<file path="src/rtl/vga_timing_pkg.sv">
// Shared constants for the VGA timing generator: 640x480@60 defaults and
// the helper that sums the four segments of one axis into its total count.
package vga_timing_pkg;

    localparam int DEF_CNT_W    = 10;
    localparam int DEF_CLK_DIV  = 4;

    localparam int DEF_H_ACTIVE = 640;
    localparam int DEF_H_FP     = 16;
    localparam int DEF_H_SYNC   = 96;
    localparam int DEF_H_BP     = 48;

    localparam int DEF_V_ACTIVE = 480;
    localparam int DEF_V_FP     = 10;
    localparam int DEF_V_SYNC   = 2;
    localparam int DEF_V_BP     = 33;

    // Total positions on one axis: active + front porch + sync + back porch.
    function automatic int vga_total(input int active, input int fp,
                                     input int sync, input int bp);
        return active + fp + sync + bp;
    endfunction

endpackage

</file>
<file path="src/rtl/vga_pulse_delay.sv">
// Enable-gated shift register used to delay the sync/enable bundle so it
// lines up with a pipelined renderer. Depth 0 collapses to a plain wire.
module vga_pulse_delay #(
    parameter int               WIDTH   = 1,
    parameter int               DEPTH   = 0,
    parameter logic [WIDTH-1:0] RST_VAL = '0
) (
    input  logic             clk,
    input  logic             reset,
    input  logic             i_en,
    input  logic [WIDTH-1:0] i_d,
    output logic [WIDTH-1:0] o_q
);

    if (DEPTH == 0) begin : g_wire
        logic w_unused;
        assign w_unused = &{1'b0, clk, reset, i_en};
        assign o_q      = i_d;
    end else begin : g_shift
        logic [WIDTH-1:0] r_stage [DEPTH];

        // Shift one stage per enable; reset loads the idle pattern everywhere.
        always_ff @(posedge clk or negedge reset) begin
            if (!reset) begin
                for (int i = 0; i < DEPTH; i++) r_stage[i] <= RST_VAL;
            end else if (i_en) begin
                r_stage[0] <= i_d;
                for (int i = 1; i < DEPTH; i++) r_stage[i] <= r_stage[i-1];
            end
        end

        assign o_q = r_stage[DEPTH-1];
    end

endmodule

</file>
<file path="src/rtl/vga_timing_gen.sv">
// VGA timing generator: pixel-clock-enable divider, pixel/line counters,
// registered sync/active decode, line/frame strobes, frame counter and an
// optional delay line on the syncs and display enable.
module vga_timing_gen
    import vga_timing_pkg::*;
#(
    parameter int CNT_W    = DEF_CNT_W,
    parameter int CLK_DIV  = DEF_CLK_DIV,
    parameter int H_ACTIVE = DEF_H_ACTIVE,
    parameter int H_FP     = DEF_H_FP,
    parameter int H_SYNC   = DEF_H_SYNC,
    parameter int H_BP     = DEF_H_BP,
    parameter int V_ACTIVE = DEF_V_ACTIVE,
    parameter int V_FP     = DEF_V_FP,
    parameter int V_SYNC   = DEF_V_SYNC,
    parameter int V_BP     = DEF_V_BP,
    parameter bit H_POL    = 1'b0,
    parameter bit V_POL    = 1'b0,
    parameter int DELAY    = 0
) (
    input  logic             clk,
    input  logic             reset,
    output logic             pixelTick,
    output logic             horizontalVGA,
    output logic             verticalVGA,
    output logic             videoActive,
    output logic [CNT_W-1:0] pixelX,
    output logic [CNT_W-1:0] pixelY,
    output logic             lineStart,
    output logic             frameStart,
    output logic [15:0]      frameCount
);

    localparam int H_TOTAL = vga_total(H_ACTIVE, H_FP, H_SYNC, H_BP);
    localparam int V_TOTAL = vga_total(V_ACTIVE, V_FP, V_SYNC, V_BP);
    localparam int DIV_W   = (CLK_DIV > 1) ? $clog2(CLK_DIV) : 1;

    localparam logic [DIV_W-1:0] DIV_LAST   = DIV_W'(CLK_DIV - 1);
    localparam logic [CNT_W-1:0] H_LAST     = CNT_W'(H_TOTAL - 1);
    localparam logic [CNT_W-1:0] V_LAST     = CNT_W'(V_TOTAL - 1);
    localparam logic [CNT_W-1:0] H_ACT      = CNT_W'(H_ACTIVE);
    localparam logic [CNT_W-1:0] V_ACT      = CNT_W'(V_ACTIVE);
    localparam logic [CNT_W-1:0] H_SYNC_BEG = CNT_W'(H_ACTIVE + H_FP);
    localparam logic [CNT_W-1:0] H_SYNC_END = CNT_W'(H_ACTIVE + H_FP + H_SYNC);
    localparam logic [CNT_W-1:0] V_SYNC_BEG = CNT_W'(V_ACTIVE + V_FP);
    localparam logic [CNT_W-1:0] V_SYNC_END = CNT_W'(V_ACTIVE + V_FP + V_SYNC);

    // Totals must be representable (the sync end may equal the total).
    if (H_TOTAL >= (1 << CNT_W) || V_TOTAL >= (1 << CNT_W)) begin : g_bad_cnt_w
        $error("vga_timing_gen: CNT_W too small for H_TOTAL/V_TOTAL");
    end
    if (CLK_DIV < 1) begin : g_bad_div
        $error("vga_timing_gen: CLK_DIV must be at least 1");
    end
    if (DELAY < 0 || DELAY > 8) begin : g_bad_delay
        $error("vga_timing_gen: DELAY must be 0..8");
    end

    // Sync output level for a position: pol inside [beg, fin), idle otherwise.
    function automatic logic sync_level(input logic [CNT_W-1:0] pos,
                                        input logic [CNT_W-1:0] beg,
                                        input logic [CNT_W-1:0] fin,
                                        input logic             pol);
        return (pos >= beg && pos < fin) ? pol : ~pol;
    endfunction

    logic [DIV_W-1:0] r_div_cnt;
    logic             w_tick;
    logic [CNT_W-1:0] r_x;
    logic [CNT_W-1:0] r_y;
    logic [CNT_W-1:0] w_x_next;
    logic [CNT_W-1:0] w_y_next;
    logic             w_x_wrap;
    logic             w_frame_wrap;
    logic             r_hs;
    logic             r_vs;
    logic             r_va;
    logic             r_line_start;
    logic             r_frame_start;
    logic [15:0]      r_frame_cnt;
    logic [2:0]       w_dly_out;

    assign w_tick = (r_div_cnt == DIV_LAST);

    // Pixel-clock-enable divider: counts 0..CLK_DIV-1 and wraps.
    always_ff @(posedge clk or negedge reset) begin
        if (!reset)      r_div_cnt <= '0;
        else if (w_tick) r_div_cnt <= '0;
        else             r_div_cnt <= r_div_cnt + DIV_W'(1);
    end

    // Position after the next tick; decode uses it so it never lags the counters.
    always_comb begin
        w_x_wrap     = (r_x == H_LAST);
        w_x_next     = w_x_wrap ? '0 : r_x + CNT_W'(1);
        w_y_next     = r_y;
        if (w_x_wrap) w_y_next = (r_y == V_LAST) ? '0 : r_y + CNT_W'(1);
        w_frame_wrap = (w_x_next == '0) && (w_y_next == '0);
    end

    // Counters and registered region decode, advanced together on each tick.
    always_ff @(posedge clk or negedge reset) begin
        if (!reset) begin
            r_x  <= H_LAST;
            r_y  <= V_LAST;
            r_hs <= ~H_POL;
            r_vs <= ~V_POL;
            r_va <= 1'b0;
        end else if (w_tick) begin
            r_x  <= w_x_next;
            r_y  <= w_y_next;
            r_hs <= sync_level(w_x_next, H_SYNC_BEG, H_SYNC_END, H_POL);
            r_vs <= sync_level(w_y_next, V_SYNC_BEG, V_SYNC_END, V_POL);
            r_va <= (w_x_next < H_ACT) && (w_y_next < V_ACT);
        end
    end

    // One-clock line/frame strobes and the frame counter, on the entering tick.
    always_ff @(posedge clk or negedge reset) begin
        if (!reset) begin
            r_line_start  <= 1'b0;
            r_frame_start <= 1'b0;
            r_frame_cnt   <= '0;
        end else begin
            r_line_start  <= w_tick && (w_x_next == '0);
            r_frame_start <= w_tick && w_frame_wrap;
            if (w_tick && w_frame_wrap) r_frame_cnt <= r_frame_cnt + 16'd1;
        end
    end

    vga_pulse_delay #(
        .WIDTH   (3),
        .DEPTH   (DELAY),
        .RST_VAL ({~H_POL, ~V_POL, 1'b0})
    ) u_delay (
        .clk   (clk),
        .reset (reset),
        .i_en  (w_tick),
        .i_d   ({r_hs, r_vs, r_va}),
        .o_q   (w_dly_out)
    );

    assign pixelTick     = w_tick;
    assign horizontalVGA = w_dly_out[2];
    assign verticalVGA   = w_dly_out[1];
    assign videoActive   = w_dly_out[0];
    assign pixelX        = r_x;
    assign pixelY        = r_y;
    assign lineStart     = r_line_start;
    assign frameStart    = r_frame_start;
    assign frameCount    = r_frame_cnt;

endmodule

</file>
<file path="config.mk">
export PLATFORM = sky130hd
export DESIGN_NAME = vga_timing_gen
export DESIGN_NICKNAME = d
export VERILOG_FILES = /design/src/rtl/vga_timing_pkg.sv /design/src/rtl/vga_pulse_delay.sv /design/src/rtl/vga_timing_gen.sv
export SDC_FILE = /design/constraint.sdc
export NUM_CORES = 1
export LEC_CHECK = 0
export BUFFER_PORTS_ARGS = -buffer_cell sky130_fd_sc_hd__buf_4
export CELL_PAD_IN_SITES_DETAIL_PLACEMENT = 1
export CELL_PAD_IN_SITES_GLOBAL_PLACEMENT = 1
export CORE_MARGIN = 2
export CORE_UTILIZATION = 45
export DETAILED_ROUTE_END_ITERATION = 8
export PLACE_DENSITY = 0.78
export SYNTH_ARGS = -nofsm -noshare
export SYNTH_HDL_FRONTEND = slang
export SYNTH_SLANG_ARGS = --single-unit
</file>
<file path="constraint.sdc">
create_clock -name clk -period 6.17 [get_ports clk]
set_input_delay 0.9255 -clock clk [delete_from_list [all_inputs] [get_ports clk]]
set_output_delay 0.9255 -clock clk [all_outputs]
set_load 0.01 [all_outputs]
</file>
==> results of run 1 <==
[through the flow]
stage               area (sq um)  total power, mW  std cells  hold slack, ns
finish                      3170            0.474        392           0.431
global placement            3070            0.293        384           0.417
CTS                         3170            0.482        392           0.438
global route                3170            0.492        392           0.459
floorplan                   2770            0.287        283           0.403
detailed placement          3070            0.294        384           0.424
[registers in the layout (all words and copies together) (netlist names)]
register,count
pixelX,10
frameStart,1
frameCount,16
r_va,1
r_hs,1
pixelY,10
lineStart,1
r_div_cnt,2
r_vs,1
[area by class of cell]
class | instances | area (sq um) | share of cell area [%]
multi-input combinational | 216 | 1530 | 48.5
clock inverter | 3 | 25.0 | 0.791
clock buffer | 5 | 68.8 | 2.17
inverter | 6 | 22.5 | 0.711
timing repair buffer | 44 | 330 | 10.4
sequential | 43 | 1090 | 34.5
tap | 75 | 93.8 | 2.96
[worst paths after layout]
kind                                        endpoint  cells past startpoint
setup / recovery           frameCount[1]$_DFFE_PN0P_                      7
hold / removal                r_div_cnt[0]$_DFF_PN0_                      1
setup reg to reg           frameCount[1]$_DFFE_PN0P_                      7
hold reg to reg               r_div_cnt[0]$_DFF_PN0_                      1
max in group asynchronous      pixelX[8]$_DFFE_PN1P_                      1
min in group asynchronous       frameStart$_DFF_PN0_                      1
[per-layer routing]
layer	up-vias	global-route usage, %
met1	1159	29.0
met5	-	0
met4	0	5.17
met3	9	2.61
met2	37	35.6
li1	1095	-
[where the power goes]
group,switching (mW),internal (mW),leakage [nW]
Sequential,0,0.282,0.549
Clock,0.105,0.0810,0.0443
Combinational,0.00532,0.000419,0.794
[cells in the mapped netlist, drive strengths merged, types with 2 or more instances]
library cell	number	area share, %
dfstp	12	11
o31ai	3	1.3
dfrtp	31	28
a41oi	2	0.63
and4	2	0.63
a31oi	6	1.6
o21a	2	0.54
ha	6	2.7
nand2b	2	0.45
a21oi	6	1.1
o41ai	2	0.90
or4	3	0.81
nor3	9	1.6
nor4b	4	2.9
nor2	14	1.9
buf	14	3.8
mux2i	3	1.1
nand4	14	3.4
o21ai	10	1.8
and3	15	3.6
a21o	2	0.54
xnor2	27	8.5
clkbuf	4	0.54
inv	6	0.81
or3	3	0.68
and2	6	1.4
nand3	18	3.7
nand2	32	4.3
nor4	4	1.1
xor2	3	0.95
mux2	4	1.8
[logic make-up (layout without fill, tap and decap cells)]
family                     Yosys count  count (layout)  synth area share [%]
AOI/OAI and AO/OA                   42              42                  12.0
buffers and inverters               24              58                  5.20
adders and majority gates            6               6                  2.71
xor gates and xnor gates            30              30                  9.49
DFF                                 43              43                  39.4
muxes                                7               7                  2.85
and+or+nand+nor                    131             131                  28.4
==> impl_results.md, run 1 <==
* Status: completed
* Pre-CTS setup slack at 2.70 ns
* Most frequent cells in the layout: 44 x buf_4, 32 x nand2_1, 31 x dfrtp_1, 27 x xnor2_1, 17 x nand3_1
* Reg2reg start: pixelX[7]$_DFFE_PN0P_
* Final period utilization at a little under three fifths
* Setup violators final at 0
* Hpwl dp at roughly 4800 um
* Vert. Die Dim at 82.4 um
* Worst hold path type: reg -> reg
* Final ANT Viol Nets at 0
* Initial antenna violation count at 0
* TNS Setup at 0 ns
* Worst setup SP type: flip-flop
* Post-cts sizing count at 0
* Largest net degree at the start of global routing at 44
* Mapped Area at 0.00277 sq mm
* Total number of vias at 2300
* Area grow syn2layout at 14.3%
* Hold path startpoint: r_div_cnt[0]$_DFF_PN0_
* Nets at 324
* GRT overflow at 0
* Worst-Skew Late Latency at 0.30 ns
* Crit Path Max Fanout at 15
* ANT cells at 0
* Syn Inst Count at 283
* Routed Wire Length at 6640 um
* Vias in the first global route at 2269
* Max-Cap Viols at 0
* CTS Root Cell: clkbuf_8
* YS warnings at 0
* RSZ-0062 raised after global routing: false
* WL met2 at 3240 um
* Final-report max-slew violation count at 0
* Global-route usage over all layers at 21.2%
* Crit-path slowest cell: nor4b_4
* Ports at between 40 and 50
* Syn Nets at 291
* Met1 WL at around 3100 um
* Min cycle time layout at about 3.5 ns
* Worst Skew at 0.0114 ns
* WL met3 at 191 um
* Hold Buf Count CTS at 0
* Vias per cell at 5.87
* Most used DFF post-synth: dfrtp_1
* Async SR Flop Fraction at 100%
* Core Area at 0.00592 sq mm
* CTS tree: done
* Crit path max-delay family: simple AND/OR/NAND/NOR gates
* Post-synth EDFFs at 0
* F_max at approximately 290 MHz
* Post-synth cell types at 58
* Worst-path cell chain: or3b_1 > nor4_2 > mux2i_1 > o2111ai_2 > nor4b_4 > and2_4 > mux2_4
* Critical Path Source: pixelX[7]$_DFFE_PN0P_
* CP bufs+invs at 0
* CTS Buffer Depth at 2
* # port buffers at 43
* Static leakage at 1.39 nW
* Synthesized area per cell at 9.78 sq um
* Routability cong. at 0.851
* FILL cells at about 700
* Fin. Hold Viols at 0
* Post-Route Utilization at 53.5%
* Slowest stage delay, CP at 0.71 ns
* Worst-Margin Slew at 0.767 ns
* Synthesized flop and latch total at 43
* First-pass DRT Iterations at 4
* Worst vdd ir at 0.0965 mV
* CTS Sinks at 43
* Pwr Density at roughly 150 mW/mm^2
* Slew headroom at 48.6%
* Worst-path clk slew at 0.10 ns
* Layout cell share with drive strength beyond 1 at between 20% and 30%
* CTS Buf Count at 5
* Die Area at 0.00680 sq mm
* Worst EP required at 6.37 ns
* R2R setup slack at ~2.7 ns
* Most common cell after layout, fill and taps aside: buf_4
* Post-CTS setup buffer count at 0
* Num rows at 28
* Initial DRC count at 104
* Per-cell routed wire length at 16.9 um
* Initial Util at 46.8%
* Highest routed layer: met4
* Setup ws final at ~2.7 ns
* Die width at 82.4 um
* Register area share after synthesis at between 30% and 40%
* DRC viols at 0
* Crit Path Class: reg -> reg
* H-Tree Depth at 2
* First-pass GRT wire length at between 10000 and 15000 um
* Crit end category: flip-flop
* Critical Path AT at 3.67 ns
No activity file was read; power rests on OpenSTA's default activity.
==> run 2, diff against run 1 <==
Settings changed: CORE_UTILIZATION 45 to 44, PLACE_DENSITY 0.78 to 0.76.
Clock period 6.17 ns to 3.6 ns, I/O delays scaled along.
==> impl_results.md, run 2 (synthesis gave the netlist of run 1 again) <==
* Slowest stage delay, CP at 0.61 ns (was 0.71 ns)
* First-pass GRT wire length at 11800 um (was 11200 um)
* Vias per cell at 5.86 (was 5.87)
* Largest register FFs at 16 (unchanged)
* Worst Skew at 0.0168 ns (was 0.0114 ns)
* CTS Buf Count at 5 (unchanged)
* Vias in the first global route at 2268 (was 2269)
* Post-CTS setup buffer count at 0 (unchanged)
* Final period utilization at 84.6% (was 56.3%)
* Worst-Margin Slew at 0.681 ns (was 0.767 ns)
* F_max at 328 MHz (was 288 MHz)
* Worst-path clk slew at 0.09 ns (was 0.10 ns)
* Initial DRC count at 112 (was 104)
* Routed Wire Length at 6910 um (was 6640 um)
* Largest net degree at the start of global routing at 44 (unchanged)
* FILL cells at 700 (was 699)
* Most frequent cells in the layout: 48 x buf_4, 32 x nand2_1, 31 x dfrtp_1, 27 x xnor2_1, 17 x nand3_1 (was 44 x buf_4, 32 x nand2_1, 31 x dfrtp_1, 27 x xnor2_1, 17 x nand3_1)
* DRC viols at 0 (unchanged)
* Slew headroom at 54.1% (was 48.6%)
* First-pass DRT Iterations at 4 (unchanged)
* Worst-Skew Late Latency at 0.31 ns (was 0.30 ns)
* # port buffers at 43 (unchanged)
* Reg2reg start: pixelX[9]$_DFFE_PN1P_ (was pixelX[7]$_DFFE_PN0P_)
* Fin. Hold Viols at 0 (unchanged)
* CTS Buffer Depth at 2 (unchanged)
* FF-to-FF path depth at 8 (was 7)
* Initial Util at 46.2% (was 46.8%)
* GRT overflow at 0 (unchanged)
* Core Area at 0.00599 sq mm (was 0.00592 sq mm)
* Pwr Density at 260 mW/mm^2 (was 150 mW/mm^2)
* Per-cell routed wire length at 17.5 um (was 16.9 um)
* H-Tree Depth at 2 (unchanged)
* Nets at 328 (was 324)
* Worst vdd ir at 0.155 mV (was 0.0965 mV)
* Layout cell share with drive strength beyond 1 at 27.7% (was 26.8%)
* Critical Path AT at 3.24 ns (was 3.67 ns)
* Crit end category: flip-flop (unchanged)
* Area of the multi-input gates at 0.00153 sq mm (unchanged)
* Worst EP required at 3.80 ns (was 6.37 ns)
* Register area at 0.00109 sq mm (unchanged)
* TNS Setup at 0 ns (unchanged)
* R2R setup slack at 0.55 ns (was 2.70 ns)
* Crit Path Max Fanout at 12 (was 15)
* Comb power frac at 1.2% (about the same)
* Switching Share at 24.8% (was 23.3%)
* Post-Route Utilization at 53.3% (was 53.5%)
* Area grow syn2layout at 15.4% (was 14.3%)
* Hpwl dp at 4960 um (was 4780 um)
* Worst-path cell chain: or3b_1 > nor4_2 > mux2i_1 > o2111ai_2 > nor4b_4 > buf_4 > nand4_1 > xnor2_1 (was or3b_1 > nor4_2 > mux2i_1 > o2111ai_2 > nor4b_4 > and2_4 > mux2_4)
* Ports at 44 (unchanged)
* Die Area at 0.00694 sq mm (was 0.00680 sq mm)
* Num rows at 28 (unchanged)
* Reg2Reg Capture Point: frameCount[13]$_DFFE_PN0P_ (was frameCount[1]$_DFFE_PN0P_)
* Post-cts sizing count at 0 (unchanged)
* CTS tree: done (unchanged)
* Vert. Die Dim at 83.3 um (was 82.4 um)
* Static leakage at 1.40 nW (was 1.39 nW)
* Die width at 83.3 um (was 82.4 um)
* Crit Path Class: reg -> reg (unchanged)
* Worst setup SP type: flip-flop (unchanged)
* Internal power at 0.623 mW (was 0.363 mW)
* Crit-path slowest cell: dfstp_2 (was nor4b_4)
* ANT cells at 0 (unchanged)
* Switch Pwr at 0.206 mW (was 0.111 mW)
* Final ANT Viol Nets at 0 (unchanged)
* Total number of vias at 2320 (was 2300)
* Initial antenna violation count at 0 (unchanged)
* Min cycle time layout at 3.05 ns (was 3.47 ns)
* Most common cell after layout, fill and taps aside: buf_4 (unchanged)
* RSZ-0062 raised after global routing: false (unchanged)
* Max-Cap Viols at 0 (unchanged)
* Sequential Power Share at 58.3% (was 59.5%)
* Global-route usage over all layers at 20.6% (was 21.2%)
* Status: completed (unchanged)
* Setup violators final at 0 (unchanged)
* Hold Buf Count CTS at 0 (unchanged)
* Worst hold path type: in -> async (was reg -> reg)
* CTS Sinks at 43 (unchanged)
* Routability cong. at 0.805 (was 0.851)
* Final-report max-slew violation count at 0 (unchanged)
* Clk pwr share at 40.5% (was 39.3%)
* CTS Root Cell: clkbuf_8 (unchanged)
-- run 2: cell types whose count changed in the layout (fill, tap and decap cells not counted), sizes merged --
cell | before | now
clkinv | 2 | 0
inv | 6 | 7
buf | 44 | 48
clkinvlp | 1 | 2
-- run 2: worst max-delay path by stage --
stage,to,start,depth (start not counted)
after floorplan,frameCount[1]$_DFFE_PN0P_,pixelX[6]$_DFFE_PN0P_,8
after global placement,frameCount[9]$_DFFE_PN0P_,pixelX[9]$_DFFE_PN1P_,8
after detailed placement,frameCount[13]$_DFFE_PN0P_,pixelX[9]$_DFFE_PN1P_,8
after CTS,frameCount[13]$_DFFE_PN0P_,pixelX[9]$_DFFE_PN1P_,8
after global routing,frameCount[15]$_DFFE_PN0P_,pixelX[9]$_DFFE_PN1P_,8
final,frameCount[13]$_DFFE_PN0P_,pixelX[9]$_DFFE_PN1P_,8
-- run 2: area by class of cell --
class	count	area share (%)
repair buffers	48	11.3
clock inverters	3	0.744
well taps	75	2.94
clock buffers	5	2.15
multi-input cells	216	48.0
inverters	6	0.705
flip-flops and latches	43	34.2
-- run 2: worst max-delay path: cells and delay by family, from the launching register on --
kind                      cells  cell delay (ns)
xor gates and xnor gates      1             0.15
and+or+nand+nor               4             1.42
DFF                           1             0.61
muxes                         1             0.33
AOI/OAI and AO/OA             1             0.18
buffers and inverters         1             0.26
-- run 2: through the flow --
| stage | cells | hold WS (ns) | power (mW) | setup WS [ns] | cell area, sq um |
|---|---|---|---|---|---|
| after floorplan | 283 | 0.244 | 0.492 | 0.775 | 2770 |
| after global placement | 388 | 0.415 | 0.503 | 0.599 | 3100 |
| after detailed placement | 388 | 0.422 | 0.503 | 0.548 | 3100 |
| after CTS | 396 | 0.217 | 0.842 | 0.518 | 3190 |
| after global routing | 396 | 0.245 | 0.860 | 0.347 | 3190 |
| final | 396 | 0.208 | 0.829 | 0.554 | 3190 |
-- run 2: power by group through the flow --
stage	Sequential (mW)	Clock, mW	Combinational [mW]
final	0.483	0.336	0.00966
after global routing	0.483	0.365	0.0118
after CTS	0.483	0.348	0.0106
after detailed placement	0.492	0	0.0108
after global placement	0.492	0	0.0105
after floorplan	0.492	0	0.000000637
-- run 2: per-layer routing --
metal  routed length, um  vias up  share of wire, %  track usage (%)
met4                 104        0               1.5             6.26
li1                    -     1098                 -                -
met2                3300       51                48             32.6
met3                 226       11               3.3             3.78
met1                3280     1160                47             28.7
met5                   0        -                 0                0
